**src/rtl/univ_reg_pkg.sv**
```systemverilog
// Shared definitions for the universal register: mode encoding and widths.
package univ_reg_pkg;

  localparam int unsigned MODE_W = 3;

  typedef enum logic [MODE_W-1:0] {
    HOLD = 3'b000,
    LOAD = 3'b001,
    SHR  = 3'b010,
    SHL  = 3'b011,
    ROR  = 3'b100,
    ROL  = 3'b101,
    UP   = 3'b110,
    DOWN = 3'b111
  } mode_e;

endpackage

```
**src/rtl/univ_reg.sv**
```systemverilog
// Universal register: WIDTH-bit clocked register with enable, asynchronous
// active-high reset, and hold/load/shift/rotate/count modes. Provides true and
// complement data, serial-out taps and a terminal-count flag.
module univ_reg
  import univ_reg_pkg::*;
#(
  parameter int unsigned       WIDTH     = 8,
  parameter logic [WIDTH-1:0]  RESET_VAL = '0
) (
  input  logic              clk,
  input  logic              rst,
  input  logic              en,
  input  logic [MODE_W-1:0] mode,
  input  logic [WIDTH-1:0]  d,
  input  logic              sin_r,
  input  logic              sin_l,
  output logic [WIDTH-1:0]  Q,
  output logic [WIDTH-1:0]  Qn,
  output logic              sout_r,
  output logic              sout_l,
  output logic              tc
);

  mode_e            mode_sel;
  logic [WIDTH-1:0] q;
  logic [WIDTH-1:0] q_next;

  assign mode_sel = mode_e'(mode);

  // Next-state selection for the current mode.
  always_comb begin
    q_next = q;
    case (mode_sel)
      HOLD:    q_next = q;
      LOAD:    q_next = d;
      SHR:     q_next = {sin_r, q[WIDTH-1:1]};
      SHL:     q_next = {q[WIDTH-2:0], sin_l};
      ROR:     q_next = {q[0], q[WIDTH-1:1]};
      ROL:     q_next = {q[WIDTH-2:0], q[WIDTH-1]};
      UP:      q_next = q + 1'b1;
      DOWN:    q_next = q - 1'b1;
      default: q_next = q;
    endcase
  end

  // State register: reset dominates, enable gates every update.
  always_ff @(posedge clk or posedge rst) begin
    if (rst)
      q <= RESET_VAL;
    else if (en)
      q <= q_next;
  end

  // Combinational outputs derived from the held value, mode and enable.
  always_comb begin
    Q      = q;
    Qn     = ~q;
    sout_r = q[0];
    sout_l = q[WIDTH-1];
    tc     = en & (((mode_sel == UP)   && (q == '1)) ||
                   ((mode_sel == DOWN) && (q == '0)));
  end

endmodule

```
**config.mk**
```make
export PLATFORM = sky130hd
export DESIGN_NAME = univ_reg
export DESIGN_NICKNAME = d
export VERILOG_FILES = /design/src/rtl/univ_reg_pkg.sv /design/src/rtl/univ_reg.sv
export SDC_FILE = /design/constraint.sdc
export NUM_CORES = 1
export LEC_CHECK = 0
export BUFFER_PORTS_ARGS = -buffer_cell sky130_fd_sc_hd__buf_2
export CORE_MARGIN = 2
export CORE_UTILIZATION = 45
export DETAILED_ROUTE_END_ITERATION = 12
export PLACE_DENSITY_LB_ADDON = 0.08
export SLEW_MARGIN = 20
export SYNTH_ARGS = -nofsm -noshare
export SYNTH_HDL_FRONTEND = slang
export SYNTH_SLANG_ARGS = --single-unit
```
**constraint.sdc**
```tcl
create_clock -name clk -period 2 [get_ports clk]
set_clock_uncertainty 0.2 [all_clocks]
set_input_delay 0.2 -clock clk [delete_from_list [all_inputs] [get_ports clk]]
set_output_delay 0.2 -clock clk [all_outputs]
set_load 0.03 [all_outputs]
```
==> results of run 1 <==
[synth_stat cells, types with 2 or more instances]
cell / number
nor2_1: 12
nand2_1: 10
a21oi_1: 8
dfrtp_1: 8
inv_1: 8
o21ai_0: 6
clkbuf_1: 5
nand2b_1: 5
o21ai_1: 5
mux2i_1: 4
a211oi_1: 3
a311oi_1: 3
a31oi_1: 3
and3_1: 3
buf_4: 3
buf_6: 3
nand3_1: 3
nand3b_1: 3
nor4_1: 3
or3_1: 3
and2_1: 2
buf_2: 2
o2111ai_1: 2
o211ai_1: 2
o22ai_1: 2
o32a_1: 2
xnor2_1: 2
[path summary, 6_finish.rpt]
path,cells past startpoint,slack (ns),end,startpoint
min reg2reg,3,0.49,Q[7]$_DFFE_PP0P_,Q[7]$_DFFE_PP0P_
max in group asynchronous,3,1.11,Q[1]$_DFFE_PP0P_,rst
min,3,0.03,Q[0]$_DFFE_PP0P_,d[0]
max,7,-0.02,tc,Q[1]$_DFFE_PP0P_
max reg2reg,7,0.05,Q[6]$_DFFE_PP0P_,Q[1]$_DFFE_PP0P_
min in group asynchronous,3,0.22,Q[2]$_DFFE_PP0P_,rst
[layer usage]
layer,global-route usage (%),vias to the layer above,routed length (um)
met3,3.80,6,281
li1,-,600,-
met5,0,-,0
met2,43.7,65,1660
met4,9.46,0,62
met1,35.7,588,1330
[timing repair]
action / 4_1_cts / 5_1_grt
gates resized for setup: 7 / 6
setup endpoints to repair: 1 / 3
hold endpoints to repair: 8 / 0
buffers inserted: 2 / 4
hold buffers: 1 / 0
pin swaps: 2 / 2
cloned: 0 / 0
[placed cells by master (no fill, tap or decap), types with 4 or more instances in the layout]
cell      count
o21ai_0       6
mux2i_1       4
a21oi_1       8
nand2_1      10
nor2_1       10
buf_4        24
nand2b_1      5
o21ai_1       5
dfrtp_1       5
buf_2        33
inv_1         7
[final cells by class]
cell class / instances / area [um2]
Clock buffer: 4 / 26.3
Fill cell: 204 / 738
Inverter: 9 / 37.5
Multi-Input combinational cell: 105 / 718
Sequential cell: 8 / 204
Tap cell: 28 / 35.0
Timing Repair Buffer: 61 / 389
[cells by family (layout without fill, tap and decap cells)]
kind of cell / after synthesis / in the layout / share of synthesized area (%)
and+or+nand+nor: 53 / 53 / 30.2
AOI/OAI and AO/OA: 44 / 44 / 29.6
buffers and inverters: 22 / 74 / 12.0
DFF: 8 / 8 / 20.2
muxes: 4 / 4 / 4.03
adders and majority gates: 2 / 2 / 2.27
xor gates and xnor gates: 2 / 2 / 1.76
[through the flow]
| stage | instances | setup TNS, ns | hold slack [ns] | setup WS, ns | util, % |
|---|---|---|---|---|---|
| after floorplan | 135 | -0.423 | -0.185 | -0.245 | - |
| after global placement | 204 | 0 | -0.0275 | 0.0655 | 59.3 |
| after detailed placement | 204 | 0 | -0.0311 | 0.0382 | 59.3 |
| after CTS | 211 | 0 | 0.0303 | 0.00471 | 62.8 |
| after global routing | 215 | -0.225 | 0.0693 | -0.0903 | 65.6 |
| final | 215 | -0.0159 | 0.0336 | -0.0159 | 65.6 |
[where the power goes]
part	internal, W	leakage [nW]	switching, W	total (W)
registers	0.000199	0.0939	0.0000291	0.000228
clock network	0.0000770	0.0150	0.0000682	0.000145
logic	0.000289	0.515	0.000462	0.000751
[worst max-delay path, cell delays in order (launching register included)]
cell	delay [ns]
dfrtp_2	0.43
buf_6	0.13
nor2_4	0.12
buf_6	0.11
and3_4	0.18
and2_4	0.13
o21a_1	0.13
buf_6	0.13
==> key figures, run 1 <==
Placed design
  – Post-DP HPWL: 2.33 mm
  – Placement Cell Area: 0.00127 mm2
  – Port buffer count: 34
  – GPL Wtd Cong: 0.893

Clock tree
  – Root Buffer: clkbuf_4
  – Worst skew pair latency: 0.27 ns
  – CTS clock-pin slew for the worst setup and hold paths: 0.07 ns
  – H-Tree Level Count: 1
  – Clk sinks: 8
  – CTS tree: built
  – Deepest clock path buffer count: 2
  – Total CTS buffers: 3

Synthesis
  – Synthesis-stage register bit count: 8
  – Synth unique cells: 47
  – Dominant cell type by area after synthesis: dfrtp_1
  – Most used DFF post-synth: dfrtp_1
  – Synth Area per Inst: 7.36 um2
  – Seq/Total Area, Yosys: 20.2%
  – Mapped Cells: 135
  – Post-synth EDFFs: 0
  – Post-Syn Nets: 152
  – Synth warn: 0
  – Mapped cell area: 993 um2
  – Ranking of synthesized cells by area: dfrtp_1 (20%), nor2_1 (4.5%), a21oi_1 (4.0%), mux2i_1 (4.0%), nand2_1 (3.8%)
  – Synth top area share: 20.2%
  – Ys async rst share: 100%

Timing
  – Least-Margin Pin Slew: 0.428 ns
  – Final period utilization: 101%
  – RSZ-0062 raised after global routing: yes
  – Final-report max-slew violation count: 0
  – Relative slew slack: 71.2%
  – F_max: 0.496 GHz
  – Finish-stage setup viols: 1
  – Endpoints failing hold: 0
  – Final WS setup: -0.0159 ns
  – Post-layout min period: 2.02 ns

Detailed routing
  – Routed wire per std cell: 15.5 um
  – Final WL: 3.33 mm
  – DR vias/cell: 5.86
  – Final ANT Viol Nets: 0
  – Drt pass-1 iters: 4
  – DR vias: 1,259
  – Initial DRC Count: 48
  – Drc violations: 0

Layout
  – Finished Cell Area: 0.00141 mm2
  – Fin nets: 205
  – Ant diodes: 0
  – Max reg flops: 8
  – Area Growth Syn to Fin: 41.9%
  – Share of cells above drive strength 1: 42.8%

Pwr
  – Maximum VDD drop: 0.000469 V
  – P_leak: 0.623 nW
  – Design Power: 0.00112 W
  – PwrDens: 798 mW/mm2

Outcome
  – Failing checks: negative setup slack
  – Status: finished with violations

Floorplan
  – Rows: 17
  – DIE HEIGHT: 51.0 um
  – Die X: 51.0 um
  – I/O Pins: 35
  – Initial core utilization: 46.2%
  – Full die area: 0.00260 mm2
  – Core area: 0.00215 mm2

Worst setup path
  – Max FO, Critical Path: 4
  – WP data required: 1.60 ns
  – Critical path class: reg -> out
  – Setup crit end kind: output port
  – Startpoint types: flip-flop
  – Critical Path AT: 1.62 ns

GRT
  – Largest net degree at the start of global routing: 27
  – Total global-route track usage: 26.7%
  – Number of global-route vias before repair: 1,155
  – Global-route wire length before repair: 5.29 mm
  – GRT overflow: 0
  – Initial antenna violation count: 0

Worst hold path
  – Hold Path Class: in -> reg

Run
  – Max-Cap Viols: 0
Note: power is estimated with default switching activity, not from simulation.
==> inputs of run 2 (changes only) <==
Settings changed: ABC_AREA from default to 1, CORE_ASPECT_RATIO from default to 2, CORE_UTILIZATION 45 to 30.
==> run 2 against run 1 <==
  * The run now ends clean
  * Flip-flop and latch count did not move
  * Worst setup slack better by 0.061 ns
  * Final area up 5.1%
  * Non-clock buffer count fell by 5
  * Power barely moved
  * Highest routed layer unchanged
==> key figures, run 2 <==
Clock tree
  – H-Tree Level Count: 1
  – Total CTS buffers: 3
  – Clk sinks: 8
  – CTS tree: built
  – CTS clock-pin slew for the worst setup and hold paths: 0.05 ns
  – Deepest clock path buffer count: 2
  – Worst skew pair latency: 0.23 ns
  – Root Buffer: clkbuf_8

Synthesis
  – Dominant cell by count in the synthesized netlist: nand2_1
  – Commonest cells post-synth: nand2_1 (54), inv_1 (26), nand3_1 (17)
  – Ys async rst share: 100%
  – Synth unique cells: 29
  – Mapped Cells: 172
  – Seq/Total Area, Yosys: 19.3%
  – Most used DFF post-synth: dfrtp_1
  – Dominant cell type by area after synthesis: nand2_1
  – Synth top area share: 19.5%
  – Synth Area per Inst: 6.04 um2
  – Post-Syn Nets: 189
  – Synth warn: 0
  – Ranking of synthesized cells by area: nand2_1 (20%), dfrtp_1 (19%), inv_1 (9.4%), nand3_1 (8.2%), nand2_2 (5.4%)
  – Post-synth EDFFs: 0
  – Synthesis-stage register bit count: 8
  – Mapped cell area: 0.00104 mm2

Placed design
  – GPL Wtd Cong: 0.862
  – Place WS: 0.0229 ns
  – Post-DP HPWL: 2.86 mm
  – Port buffer count: 34

Worst setup path
  – WP data required: 1.60 ns
  – Setup crit end kind: output port
  – Max FO, Critical Path: 3
  – Startpoint types: flip-flop
  – Critical path class: reg -> out
  – Critical Path AT: 1.55 ns

Detailed routing
  – Drc violations: 0
  – Routed wire per std cell: 13.7 um
  – Final WL: 3.56 mm
  – DR vias/cell: 5.11
  – Drt pass-1 iters: 5
  – Final ANT Viol Nets: 0
  – DR vias: 1,329
  – Initial DRC Count: 35

Timing
  – RSZ-0062 raised after global routing: yes
  – Endpoints failing hold: 0
  – Finish-stage setup viols: 0
  – Final period utilization: 97.7%
  – Least-Margin Pin Slew: 0.468 ns
  – Relative slew slack: 68.7%
  – F_max: 0.512 GHz
  – Final WS setup: 0.0451 ns
  – Post-layout min period: 1.95 ns
  – Final-report max-slew violation count: 0
  – Hold_ws: 0.0929 ns

Layout
  – Fin nets: 246
  – Commonest non-fill, non-tap cell in the layout: nand2_1
  – Most frequent cells in the layout: nand2_1 (52), buf_2 (33), inv_1 (20), buf_4 (20), nand3_1 (16)
  – Max reg flops: 8
  – Core Util, Final: 44.3%
  – Ant diodes: 0
  – Share of cells above drive strength 1: 40.8%
  – Area Growth Syn to Fin: 42.7%
  – Reg area: 203 um2
  – Multi-input gate area: 734 um2
  – FILL cells: 376

GRT
  – Largest net degree at the start of global routing: 13
  – Number of global-route vias before repair: 1,321
  – GRT overflow: 0
  – Initial antenna violation count: 0
  – Global-route wire length before repair: 5.59 mm
  – Total global-route track usage: 18.9%

Pwr
  – PwrDens: 759 mW/mm2
  – P_leak: 0.820 nW
  – Design Power: 0.00112 W
  – Maximum VDD drop: 0.000459 V

Floorplan
  – Die X: 45.6 um
  – Rows: 30
  – Full die area: 0.00398 mm2
  – Initial core utilization: 31.1%
  – Core area: 0.00334 mm2
  – DIE HEIGHT: 87.2 um
  – I/O Pins: 35

Worst hold path
  – Hold Path Class: in -> reg

Outcome
  – Status: finished, final reports clean

Run
  – Max-Cap Viols: 0
[run 2: what timing repair did]
| item | 4_1_cts | 5_1_grt |
|---|---|---|
| endpoints found under the hold margin | 8 | 0 |
| cloned | 0 | 0 |
| setup endpoints to repair | 1 | 4 |
| resized for setup | 2 | 14 |
| setup buffers | 2 | 7 |
| pin swaps | 0 | 9 |
| hold buffers | 1 | 0 |
[run 2: kinds of logic after synthesis]
group / count (synthesis) / share of synthesized area, %
buffers and inverters: 32 / 13.3
AOI/OAI and AO/OA: 23 / 15.4
DFF: 8 / 19.3
adders and majority gates: 1 / 1.20
and+or+nand+nor: 108 / 50.8
[run 2: final timing paths]
| check | from | end | slack [ns] | cells after the start |
|---|---|---|---|---|
| worst max-delay path | Q[1]$_DFFE_PP0P_ | tc | 0.05 | 6 |
| min in group asynchronous | rst | Q[0]$_DFFE_PP0P_ | 0.26 | 3 |
| worst min register to register | Q[3]$_DFFE_PP0P_ | Q[3]$_DFFE_PP0P_ | 0.42 | 3 |
| max in group asynchronous | rst | Q[1]$_DFFE_PP0P_ | 1.07 | 3 |
| worst max register to register | Q[1]$_DFFE_PP0P_ | Q[6]$_DFFE_PP0P_ | 0.12 | 16 |
| worst min-delay path | d[1] | Q[1]$_DFFE_PP0P_ | 0.09 | 3 |
[run 2: area by class of cell]
| cell class | instances | share of cell area [%] |
|---|---|---|
| Clock buffer | 4 | 3.04 |
| Inverter | 28 | 7.52 |
| Timing Repair Buffer | 56 | 23.5 |
| Sequential cell | 8 | 13.7 |
| Multi-Input combinational cell | 132 | 49.6 |
| Tap cell | 32 | 2.70 |
[run 2: power breakdown]
part | internal (W) | switching, W
Clock | 0.000138 | 0.0000667
Combinational | 0.000247 | 0.000449
Sequential | 0.000194 | 0.0000299
[run 2: worst max-delay path, cell delays in order (launching register included)]
cell and delay (ns):
dfrtp_2 0.39, clkinvlp_4 0.10, buf_4 0.15, nor4_2 0.23, nand3_1 0.12, a21oi_2 0.18
buf_6 0.15
[run 2: per-layer routing]
metal  global-route usage [%]  up-vias  wire length (um)  part of all wire [%]
met5                        0        -                 0                     0
met4                     11.0        0                91                   2.6
met3                     1.45        8               135                   3.8
met2                     33.4       39              1980                    56
met1                     20.5      607              1360                    38
li1                         -      675                 -                     -
[run 2: stage by stage]
stage	std cells	TNS, ns	instance area, um2
6_report	260	0	1480
3_5_place_dp	246	0	1320
4_1_cts	253	0	1390
5_1_grt	260	-0.0547	1480
3_3_place_gp	246	0	1320
2_1_floorplan	172	-0.120	1050
==> inputs of run 3 (changes only) <==
Clock period 2 ns to 2.3 ns, I/O delays scaled along.
==> run 3 against run 2 <==
  * Clock power is 18% lower
  * Largest power group unchanged
  * Critical endpoint unchanged
  * Global-route usage is 0.39 points lower
  * Via count is 4.4% lower
  * Flip-flop and latch count stayed put
  * Largest cell class unchanged
  * Die area stayed put
  * Sequential share of layout area is 1.7 points higher
  * Register-to-register slack better by 0.16 ns
  * Core utilization is 5.4 points lower
  * Combinational power is 29% lower
==> key figures, run 3 (synthesized netlist as in run 2, its figures left out) <==
Outcome
  – Status: finished, final reports clean

Timing
  – Setup tns final: 0 ns
  – Final period utilization: 92.6%
  – Relative slew slack: 68.7%
  – RSZ-0062 raised after global routing: no
  – F_max: 0.469 GHz
  – Endpoints failing hold: 0
  – Post-layout min period: 2.13 ns
  – Finish-stage setup viols: 0
  – Final-report max-slew violation count: 0
  – Least-Margin Pin Slew: 0.468 ns

GRT
  – GRT overflow: 0
  – Number of global-route vias before repair: 1,276
  – Initial antenna violation count: 0
  – Largest net degree at the start of global routing: 13
  – Total global-route track usage: 18.5%
  – Global-route wire length before repair: 5.53 mm

Detailed routing
  – Drc violations: 0
  – Metal3 WL: 147 um
  – Routed wire per std cell: 13.8 um
  – Final ANT Viol Nets: 0
  – Drt pass-1 iters: 4
  – Final WL: 3.35 mm
  – Top Layer Used: met4
  – Initial DRC Count: 30
  – M1 WL: 1.26 mm
  – DR vias/cell: 5.25
  – DR vias: 1,270
  – Metal2 WL: 1.86 mm

Worst setup path
  – Slowest CP cell: dfrtp_1
  – Critical path class: reg -> out
  – Startpoint types: flip-flop
  – Setup crit end kind: output port
  – WP data required: 1.87 ns
  – Crit-path cells: inv_1 > nor4_1 > nand3_1 > a21oi_1 > buf_2
  – Max FO, Critical Path: 7
  – CP max stage delay: 0.48 ns
  – Critical Path AT: 1.70 ns

Clock tree
  – Root Buffer: clkbuf_8
  – Worst skew pair latency: 0.23 ns
  – Deepest clock path buffer count: 2
  – H-Tree Level Count: 1
  – CTS clock-pin slew for the worst setup and hold paths: 0.04 ns
  – Total CTS buffers: 3
  – Postcts setup bufs: 0
  – Clk sinks: 8
  – CTS tree: built

Floorplan
  – DIE HEIGHT: 87.2 um
  – Full die area: 0.00398 mm2
  – Die X: 45.6 um
  – Core area: 0.00334 mm2
  – I/O Pins: 35
  – Initial core utilization: 31.1%
  – Rows: 30

Layout
  – Fin nets: 229
  – Final Non-Filler Cells: 242
  – Most frequent cells in the layout: nand2_1 (54), buf_2 (34), inv_1 (25)
  – Area Growth Syn to Fin: 25.2%
  – Max reg flops: 8
  – Share of cells above drive strength 1: 29.5%
  – Ant diodes: 0
  – Commonest non-fill, non-tap cell in the layout: nand2_1

Placed design
  – Post-DP HPWL: 2.81 mm
  – GPL Wtd Cong: 0.909
  – Port buffer count: 34
  – Cell count after placement: 238

Run
  – Max-Cap Viols: 0

Worst hold path
  – Hold Path Class: in -> reg

Pwr
  – PwrDens: 669 mW/mm2
  – Maximum VDD drop: 0.000447 V
  – P_leak: 0.744 nW
run 3: timing repair:
| action | 4_1_cts | 5_1_grt |
|---|---|---|
| hold buffers | 1 | 0 |
| endpoints found under the setup margin | 0 | 1 |
| hold endpoints to repair | 8 | 0 |
| resized for setup | 0 | 1 |
run 3: metal layers:
metal / GRT usage, % / vias up
li1: - / 639
met1: 20.3 / 585
met2: 33.7 / 37
met3: 1.66 / 9
met4: 8.02 / 0
met5: 0 / -
run 3: worst max-delay path: cells and delay by family, from the launching register on:
kind / cells / cell delay, ns
flip-flops: 1 / 0.48
AND/OR/NAND/NOR: 2 / 0.46
buffers and inverters: 2 / 0.37
AO/OA/AOI/OAI: 1 / 0.15
run 3: report_power, final:
part,switching (W),internal (W)
clock,0.0000549,0.000113
combinational,0.000344,0.000149
sequential,0.0000411,0.000167
run 3: worst paths after layout:
kind / from / depth (start not counted) / slack [ns] / endpoint
worst max-delay path: Q[0]$_DFFE_PP0P_ / 5 / 0.17 / tc
worst min-delay path: d[0] / 3 / 0.11 / Q[0]$_DFFE_PP0P_
worst max register to register: Q[1]$_DFFE_PP0P_ / 13 / 0.28 / Q[2]$_DFFE_PP0P_
worst min register to register: Q[5]$_DFFE_PP0P_ / 2 / 0.40 / Q[5]$_DFFE_PP0P_
max in group asynchronous: rst / 3 / 1.38 / Q[4]$_DFFE_PP0P_
min in group asynchronous: rst / 3 / 0.28 / Q[0]$_DFFE_PP0P_
run 3: area by class of cell:
| cell class | instances | area, um2 |
|---|---|---|
| timing repair buffer | 39 | 210 |
| inverter | 28 | 108 |
| tap | 32 | 40.0 |
| clock buffer | 3 | 41.3 |
| fill | 387 | 2040 |
| sequential | 8 | 200 |
| multi-input combinational | 132 | 701 |
run 3: per-stage QoR:
stage	power [W]	cell area, um2	hold WS (ns)	worst slack (ns)	utilization (%)
4_1_cts	0.000877	1300	0.109	0.124	38.9
2_1_floorplan	0.000557	1040	-0.154	0.0742	-
3_3_place_gp	0.000698	1250	-0.00294	0.274	37.4
3_5_place_dp	0.000702	1250	-0.00700	0.220	37.4
5_1_grt	0.000936	1300	0.161	0.0348	38.9
6_report	0.000869	1300	0.111	0.169	38.9
